==> src/rtl/bus_responder.sv <==
// Bus responder: target end of the core's multiplexed ALE/nME/nOE/nWE bus, backed by a word array.
// Latency: read data valid WAIT_STATES+1 cycles after the strobe edge; nWait is low for WAIT_STATES cycles.
// Backpressure: nWait stalls the core; optional mailbox IRQ on the top word when BUS_RESPONDER_IRQ_EN is defined.
module bus_responder #(
  parameter int unsigned ADDR_W      = 8,
  parameter logic [15:0] BASE        = 16'h0000,
  parameter int unsigned WAIT_STATES = 2
) (
  input  logic        i_clock,
  input  logic        i_reset,
  input  logic [15:0] i_bus_in,
  input  logic        i_ale,
  input  logic        i_nme,
  input  logic        i_noe,
  input  logic        i_nwe,
  output logic [15:0] o_data_in,
  output logic        o_data_en,
  output logic        o_nwait,
  output logic        o_nirq
);

  typedef enum logic [2:0] {
    S_IDLE   = 3'd0,
    S_SELECT = 3'd1,
    S_WAIT   = 3'd2,
    S_ACCESS = 3'd3,
    S_HOLD   = 3'd4
  } state_t;

  localparam logic [3:0] LP_WAIT = 4'(WAIT_STATES);
`ifdef BUS_RESPONDER_IRQ_EN
  localparam logic [ADDR_W-1:0] LP_MBOX = '1;
`endif

  state_t              r_state, w_state_nxt;
  logic [ADDR_W-1:0]   r_addr, w_addr_nxt;
  logic [3:0]          r_count, w_count_nxt;
  logic                r_is_read, w_is_read_nxt;
  logic [15:0]         r_data_in, w_data_in_nxt;
  logic                r_data_en, w_data_en_nxt;
  logic                r_nwait, w_nwait_nxt;
  logic                r_nirq, w_nirq_nxt;
  logic                w_hit;
  logic                w_mem_we;
  logic [15:0]         r_mem [2**ADDR_W];

  // Window decode: upper address bits must equal BASE
  assign w_hit = (i_bus_in[15:ADDR_W] == BASE[15-ADDR_W:0]);

  // Next-state and registered-output computation for the bus cycle FSM
  always_comb begin
    w_state_nxt   = r_state;
    w_addr_nxt    = r_addr;
    w_count_nxt   = r_count;
    w_is_read_nxt = r_is_read;
    w_data_in_nxt = r_data_in;
    w_data_en_nxt = r_data_en;
    w_nwait_nxt   = r_nwait;
    w_nirq_nxt    = r_nirq;
    w_mem_we      = 1'b0;
    case (r_state)
      S_IDLE: begin
        // A miss is simply ignored; nothing else moves
        if (i_ale && w_hit) begin
          w_addr_nxt  = i_bus_in[ADDR_W-1:0];
          w_state_nxt = S_SELECT;
        end
      end
      S_SELECT: begin
        if (i_ale) begin
          if (w_hit) begin
            w_addr_nxt = i_bus_in[ADDR_W-1:0];
          end else begin
            w_state_nxt = S_IDLE;
          end
        end else if (!i_nme && (i_noe != i_nwe)) begin
          // Exactly one strobe low; both low is a protocol error and waits here
          w_is_read_nxt = !i_noe;
          w_count_nxt   = LP_WAIT;
          if (LP_WAIT != 4'd0) begin
            w_nwait_nxt = 1'b0;
            w_state_nxt = S_WAIT;
          end else begin
            w_state_nxt = S_ACCESS;
          end
        end
      end
      S_WAIT: begin
        if (i_nme) begin
          // Core abandoned the cycle: release nWait, never touch the array
          w_nwait_nxt = 1'b1;
          w_state_nxt = S_IDLE;
        end else begin
          w_count_nxt = r_count - 4'd1;
          if (r_count == 4'd1) begin
            w_nwait_nxt = 1'b1;
            w_state_nxt = S_ACCESS;
          end
        end
      end
      S_ACCESS: begin
        if (r_is_read) begin
          w_data_in_nxt = r_mem[r_addr];
          w_data_en_nxt = 1'b1;
        end else begin
          w_mem_we = 1'b1;
        end
`ifdef BUS_RESPONDER_IRQ_EN
        // Mailbox: a write raises the interrupt, a read acknowledges it
        if (r_addr == LP_MBOX) begin
          w_nirq_nxt = r_is_read;
        end
`endif
        w_state_nxt = S_HOLD;
      end
      S_HOLD: begin
        // DataIn keeps its last value after the drive enable drops
        if (i_nme || (r_is_read && i_noe)) begin
          w_data_en_nxt = 1'b0;
          w_state_nxt   = S_IDLE;
        end
      end
      default: begin
        w_state_nxt = S_IDLE;
      end
    endcase
  end

  // State and output registers with synchronous reset
  always_ff @(posedge i_clock) begin
    if (i_reset) begin
      r_state   <= S_IDLE;
      r_addr    <= '0;
      r_count   <= 4'd0;
      r_is_read <= 1'b0;
      r_data_in <= 16'h0000;
      r_data_en <= 1'b0;
      r_nwait   <= 1'b1;
      r_nirq    <= 1'b1;
    end else begin
      r_state   <= w_state_nxt;
      r_addr    <= w_addr_nxt;
      r_count   <= w_count_nxt;
      r_is_read <= w_is_read_nxt;
      r_data_in <= w_data_in_nxt;
      r_data_en <= w_data_en_nxt;
      r_nwait   <= w_nwait_nxt;
      r_nirq    <= w_nirq_nxt;
    end
  end

  // Array write at the ACCESS edge; contents survive reset, and a write caught by reset is dropped
  always_ff @(posedge i_clock) begin
    if (!i_reset && w_mem_we) begin
      r_mem[r_addr] <= i_bus_in;
    end
  end

  assign o_data_in = r_data_in;
  assign o_data_en = r_data_en;
  assign o_nwait   = r_nwait;
  assign o_nirq    = r_nirq;

endmodule
==> config.mk <==
export PLATFORM = sky130hd
export DESIGN_NAME = bus_responder
export DESIGN_NICKNAME = d
export VERILOG_FILES = /design/src/rtl/bus_responder.sv
export SDC_FILE = /design/constraint.sdc
export NUM_CORES = 2
export LEC_CHECK = 0
export BUFFER_PORTS_ARGS = -buffer_cell sky130_fd_sc_hd__buf_2
export CAP_MARGIN = 20
export CORE_MARGIN = 5
export CORE_UTILIZATION = 50
export CTS_CLUSTER_DIAMETER = 120
export DETAILED_ROUTE_END_ITERATION = 12
export PLACE_DENSITY = 0.65
export REMOVE_ABC_BUFFERS = 1
export SETUP_SLACK_MARGIN = 0.3
export SYNTH_ARGS = -nofsm -noshare
export SYNTH_HDL_FRONTEND = slang
export SYNTH_SLANG_ARGS = --single-unit
==> constraint.sdc <==
create_clock -name i_clock -period 3.8 [get_ports i_clock]
set_input_delay 0.76 -clock i_clock [delete_from_list [all_inputs] [get_ports i_clock]]
set_output_delay 0.76 -clock i_clock [all_outputs]
set_load 0.005 [all_outputs]
Yosys cells after proc, flatten, opt, wreduce, memory -nomap -nowiden
Memory sizes are Yosys's and may differ from the RTL's. A register that Yosys moved wholly into a read port is not among the register bits.
Cells that the tools add are included.
Word-level totals
  memories: 1
  memory bits (writable): 4096
  logic and storage cells: 74
  input bits: 22
  flip-flop bits (word level): 18
  output and inout bits: 19
Memory list
  r_mem: depth 256, width 16, rd ports 1, clocked after memory_dff 1, write ports 1, RTL line 45  | logic [15:0] r_mem [2**ADDR_W];
Operators by class
  equal/unequal tests: 17
  muxes and demuxes: 28
  add/subtract/negate cells: 1
  bitwise gates (word level): 1
  reduce and logical (&&, ||, !) cells: 20
Operators by type and width (number)
  8-bit two-way mux: 3
  3-bit two-way mux: 7
  2-bit inequality test (second input constant): 8
  8-bit one-hot mux with 2 select lines: 1
  3-bit one-hot mux with 5 select lines: 1
  4-bit two-way mux: 3
  4-bit AND reduction: 3
  1-bit two-way mux: 10
  3-bit inequality test (second input constant): 3
  8-bit logical NOT: 1
  4-bit one-hot mux with 2 select lines: 1
  3-bit by 2-bit equality test with 1-bit output (second input constant): 2
  3-bit AND reduction: 2
  2-bit nonzero test: 3
  5-bit AND reduction: 1
  4-bit by 1-bit equality test with 1-bit output (second input constant): 1
  1-bit logical AND: 4
  1-bit one-hot mux with 2 select lines: 2
  4-bit by 1-bit subtractor with 4-bit output (second input constant): 1
  3-bit by 1-bit equality test with 1-bit output (second input constant): 1
  3-bit equality test (second input constant): 1
  1-bit logical NOT: 3
  3-bit logical NOT: 1
  2-bit AND reduction: 1
  3 further kinds: 3

Logic depth before layout (Yosys ltp)
  depth after elaboration: 5
  mapped depth: 12
  depth with buffers taken out: 7

Worst setup path after synthesis
No wires, ideal clock.
  kind: reg2reg
  from: register r_addr[1]
  to: memory r_mem[184][0] (enable)
  stages on the path, launching flop included: 11
  arrival time: 2658 ps
  required time: 3412 ps
  buffers on the path: 7
  setup slack: 753 ps
  path through: dfxtp_1 > buf_6 > buf_12 > buf_6 > buf_4 > buf_4 > buf_2 > nor3_1 > nand2_1 > buf_2 > nor2_1
RTL lines
  start: declaration: RTL line 36  | logic [ADDR_W-1:0] r_addr, w_addr_nxt;
  start signal: assignment: RTL line 142  | r_addr <= w_addr_nxt;
  end: declaration: RTL line 45
Straight into the memory's write port.

==> results.rst <==
.. list-table::
   :header-rows: 1

   * - Metric
     - Value
   * - Final worst clock skew
     - 0.08798 ns
   * - Number of buffers created by CTS
     - 408
   * - Residual antenna-violating net count after detailed routing
     - 0
   * - Clock transition at the register clock pins on the worst setup and hold paths after CTS
     - 0.06 ns
   * - Arrival time reported for the critical path endpoint
     - 4.42 ns
   * - Post-layout min period
     - 3.586 ns
   * - Residual DRC count
     - 0
   * - Post-synthesis instance total
     - 7178
   * - Total Routing Usage GR
     - 0.2661
   * - Endpoint type of the worst setup path
     - register
   * - Worst setup slack after layout
     - 0.2142 ns
   * - Result of the run
     - completed
   * - Final weighted congestion in routability-driven placement
     - 0.9318
   * - Total chip power
     - 90.17 mW
   * - Clock network fraction of design power
     - 0.434
   * - Biggest area contributors in the synthesized netlist
     - edfxtp_1 78%, mux4_2 14%, mux2i_1 1.2%, nor2_1 0.86%, nand2_1 0.62%
   * - Chain of cells forming the critical path
     - buf_6 -> nor4bb_4 -> buf_4 -> a22oi_2 -> nand3_1 -> a221oi_4 -> nand2_1 -> o2bb2ai_1
   * - Largest delay share family, worst path
     - compound AO/OA/AOI/OAI gates
   * - Total setup violations reported at the end of the flow
     - 0
   * - 1st-iter DRT viols
     - 11550
   * - Average cell area after synthesis
     - 22.08 um2
   * - Crit path buffers/inverters
     - 2
   * - Worst IR Drop VDD
     - 0.5167 mV
   * - RR Endpoint
     - o_data_in[10]
   * - Met3 demand-to-capacity share in global routing
     - 0.05867
   * - Global route overflow
     - 0
   * - Share of layout cells above drive strength 1
     - 0.2995
   * - Power density of the placed cells
     - 490.0 nW/um2
   * - Dpl hpwl
     - 278.8 mm
   * - Sequential element share of the synthesized area
     - 0.7803
   * - Synth Warn #
     - 0
   * - Global-route wire length before repair
     - 622.0 mm
   * - Dominant register cell in the synthesized netlist
     - edfxtp_1
   * - Deepest level of the CTS H-tree
     - 5
   * - Routing layer with the top usage in global route
     - met2
   * - Count of flip-flops with a built-in enable after synthesis
     - 4096
   * - Period utilization
     - 0.9436
   * - Maximum buffer depth of the clock tree
     - 4
   * - Met2 layer usage reported by global route
     - 0.4066
   * - Seq cells post-synth
     - 4130
   * - Initial Util
     - 0.5028
   * - Post-synthesis cell type count
     - 79
   * - Chip height
     - 573.0 um
   * - Via count of the first global-routing pass
     - 80100
   * - Area share of the largest cell type after synthesis
     - 0.7760
   * - Met1 usage
     - 0.3723
   * - Power spent charging and discharging nets
     - 18.12 mW
   * - Total number of nets in the final design
     - 8050
   * - Hold Vio Cnt, Final
     - 0
   * - Reg2reg setup slack
     - 0.21 ns
   * - Startpoint of the lowest-slack register-to-register path
     - r_addr[6]
   * - Crit-path max cell delay
     - 0.69 ns
   * - Lkg Pwr
     - 56.80 nW
   * - CP Launch Type
     - register
   * - Cell count of the worst reg-to-reg path
     - 8
   * - Initial antenna violation count
     - 27
   * - Worst min-delay path category
     - in -> reg
   * - Growth of design area from synthesis to finish
     - 16.10%
   * - Sequential share of power
     - 0.555
   * - Clock sink total
     - 4130
   * - CTS tree
     - yes
   * - Max-cap check violation count
     - 0
   * - Comb power frac
     - 0.011
   * - Post-synth ARST share
     - 0
   * - Cell with the biggest individual delay on the critical path
     - dfxtp_4
   * - Total wirelength of the detailed-routed design
     - 443.3 mm
   * - Worst-path fanout max
     - 27
   * - Cell accounting for the most synthesized area
     - edfxtp_1
   * - Combined area of all synthesized cells
     - 158500 um2
   * - Insertion delay of the later-clocked pin in the worst-skew pair
     - 0.98 ns
   * - Final hold slack
     - 0.1223 ns
   * - Boundary Pins
     - 41
   * - Placement Rows
     - 206
   * - Total number of vias
     - 80940
   * - Measured slew at the worst slew-check pin
     - 1.231 ns
   * - DR vias/cell
     - 6.453
   * - Largest net degree at the start of global routing
     - 147
   * - Setup WS pre-CTS
     - -0.4464 ns
   * - Average wire per cell in the routed design
     - 35.34 um
   * - Achievable Freq
     - 278.9 MHz
   * - P_int
     - 72.05 mW
   * - Total non-filler cell area in the finished layout
     - 184000 um2
   * - Post-layout utilization of the core
     - 0.5838
   * - Critical path required time
     - 4.63 ns
   * - Clock Tree Root
     - clkbuf_16
   * - Headroom to the max-slew limit
     - 0.1796
   * - Input/output buffers
     - 39
   * - Worst Hold Path EP
     - r_mem[6][8]
   * - Min-Delay Path Depth
     - 1
   * - Placeable core area
     - 315200 um2
   * - Hold path startpoint
     - i_bus_in[8]
   * - Setup CP Type
     - reg -> reg
   * - Final Max Tran Viols
     - 0
   * - Post-Place Cell Area
     - 170800 um2
   * - Switching portion of total power
     - 0.2010
   * - Chip width
     - 573.0 um
   * - Setup repair after global routing missed its margin
     - yes
   * - Number of optimization iterations in the first detailed-route pass
     - 7
   * - Floorplan die area
     - 328400 um2
## area by class of cell
cell class              count  area (um2)
diodes                     20       50.05
fillers                 22370      131200
repair buffers            849        9714
inverters                  12       55.05
clock inverters           255        2381
clock buffers             493       10590
well taps                4160        5205
multi-input cells        2625       32330
flip-flops and latches   4130      123700
## cells in the mapped netlist (20+ instances only)
library cell and n:
mux2i_1 185, o221ai_1 20, o22ai_1 117, nor3_1 57, buf_6 65, a21oi_1 79, a32oi_1 43, a221oi_1 30
buf_4 89, edfxtp_1 4096, clkbuf_1 116, o21ai_0 54, dfxtp_1 34, nand2_1 261, nor2_1 365, a22oi_1 118
a31oi_1 28, mux4_2 983, nand3_1 40, buf_2 116, nand4_1 25
## sequential cells by signal (all words and copies together), names as in the netlist
name / flops
r_mem: 4096
r_state: 3
o_nwait: 1
r_count: 4
r_addr: 8
o_data_en: 1
r_is_read: 1
o_data_in: 16
## cell usage in the layout, fill, tap and decap left out, types with 100 or more instances in the layout
cell       instances
buf_4            543
o22ai_1          117
edfxtp_1        4096
clkbuf_16        408
nand2_1          253
mux2i_1          184
clkinv_1         100
nor2_1           333
a22oi_1          117
mux4_2           983
buf_12           260
## repair_timing
item	in CTS	in global routing
hold buffers	1	0
buffers inserted	4	5
resized for setup	13	8
setup endpoints to repair	21	11
endpoints found under the hold margin	1	0
## kinds of logic after synthesis
group	count (synthesis)	synth area share
and+or+nand+nor	833	0.02270
DFF	4130	0.7803
xor gates and xnor gates	3	0.0001658
adders and majority gates	2	0.0001579
buffers and inverters	423	0.01726
AOI/OAI and AO/OA	607	0.02714
muxes	1179	0.1522
other	1	0.00002366
## power groups by stage
stage          clock [mW]  combinational (mW)  sequential (mW)
3_5_place_dp            0                1.00             51.0
4_1_cts              39.6               0.995             50.0
5_1_grt              41.5                1.05             50.0
6_report             39.1                1.00             50.1
3_3_place_gp            0               0.935             51.0
2_1_floorplan           0               0.114             51.0
## metrics by stage
stage / cells / setup TNS [ns]
floorplan: 6767 / -
global placement: 11760 / -0.8307
detailed placement: 11770 / -0.7576
CTS: 12520 / 0
global route: 12530 / 0
finish: 12540 / 0
## routing by layer
metal	wire length, um	up-vias
met1	166600	42960
met5	28	-
li1	-	32140
met2	205700	4923
met4	23940	4
met3	47040	914
## how the worst max path moves through the flow
stage                   start             to  slack, ns  depth (start not counted)
floorplan           r_addr[0]  r_mem[161][0]     -35.59                          4
global placement    r_addr[0]  o_data_in[10]      -0.48                          7
detailed placement  r_addr[0]  o_data_in[10]      -0.45                          7
CTS                 r_addr[0]  o_data_in[10]       0.22                          8
global route        r_addr[1]  o_data_in[10]       0.27                          8
finish              r_addr[6]  o_data_in[10]       0.21                          8
Note: power is estimated with default switching activity, not from simulation.
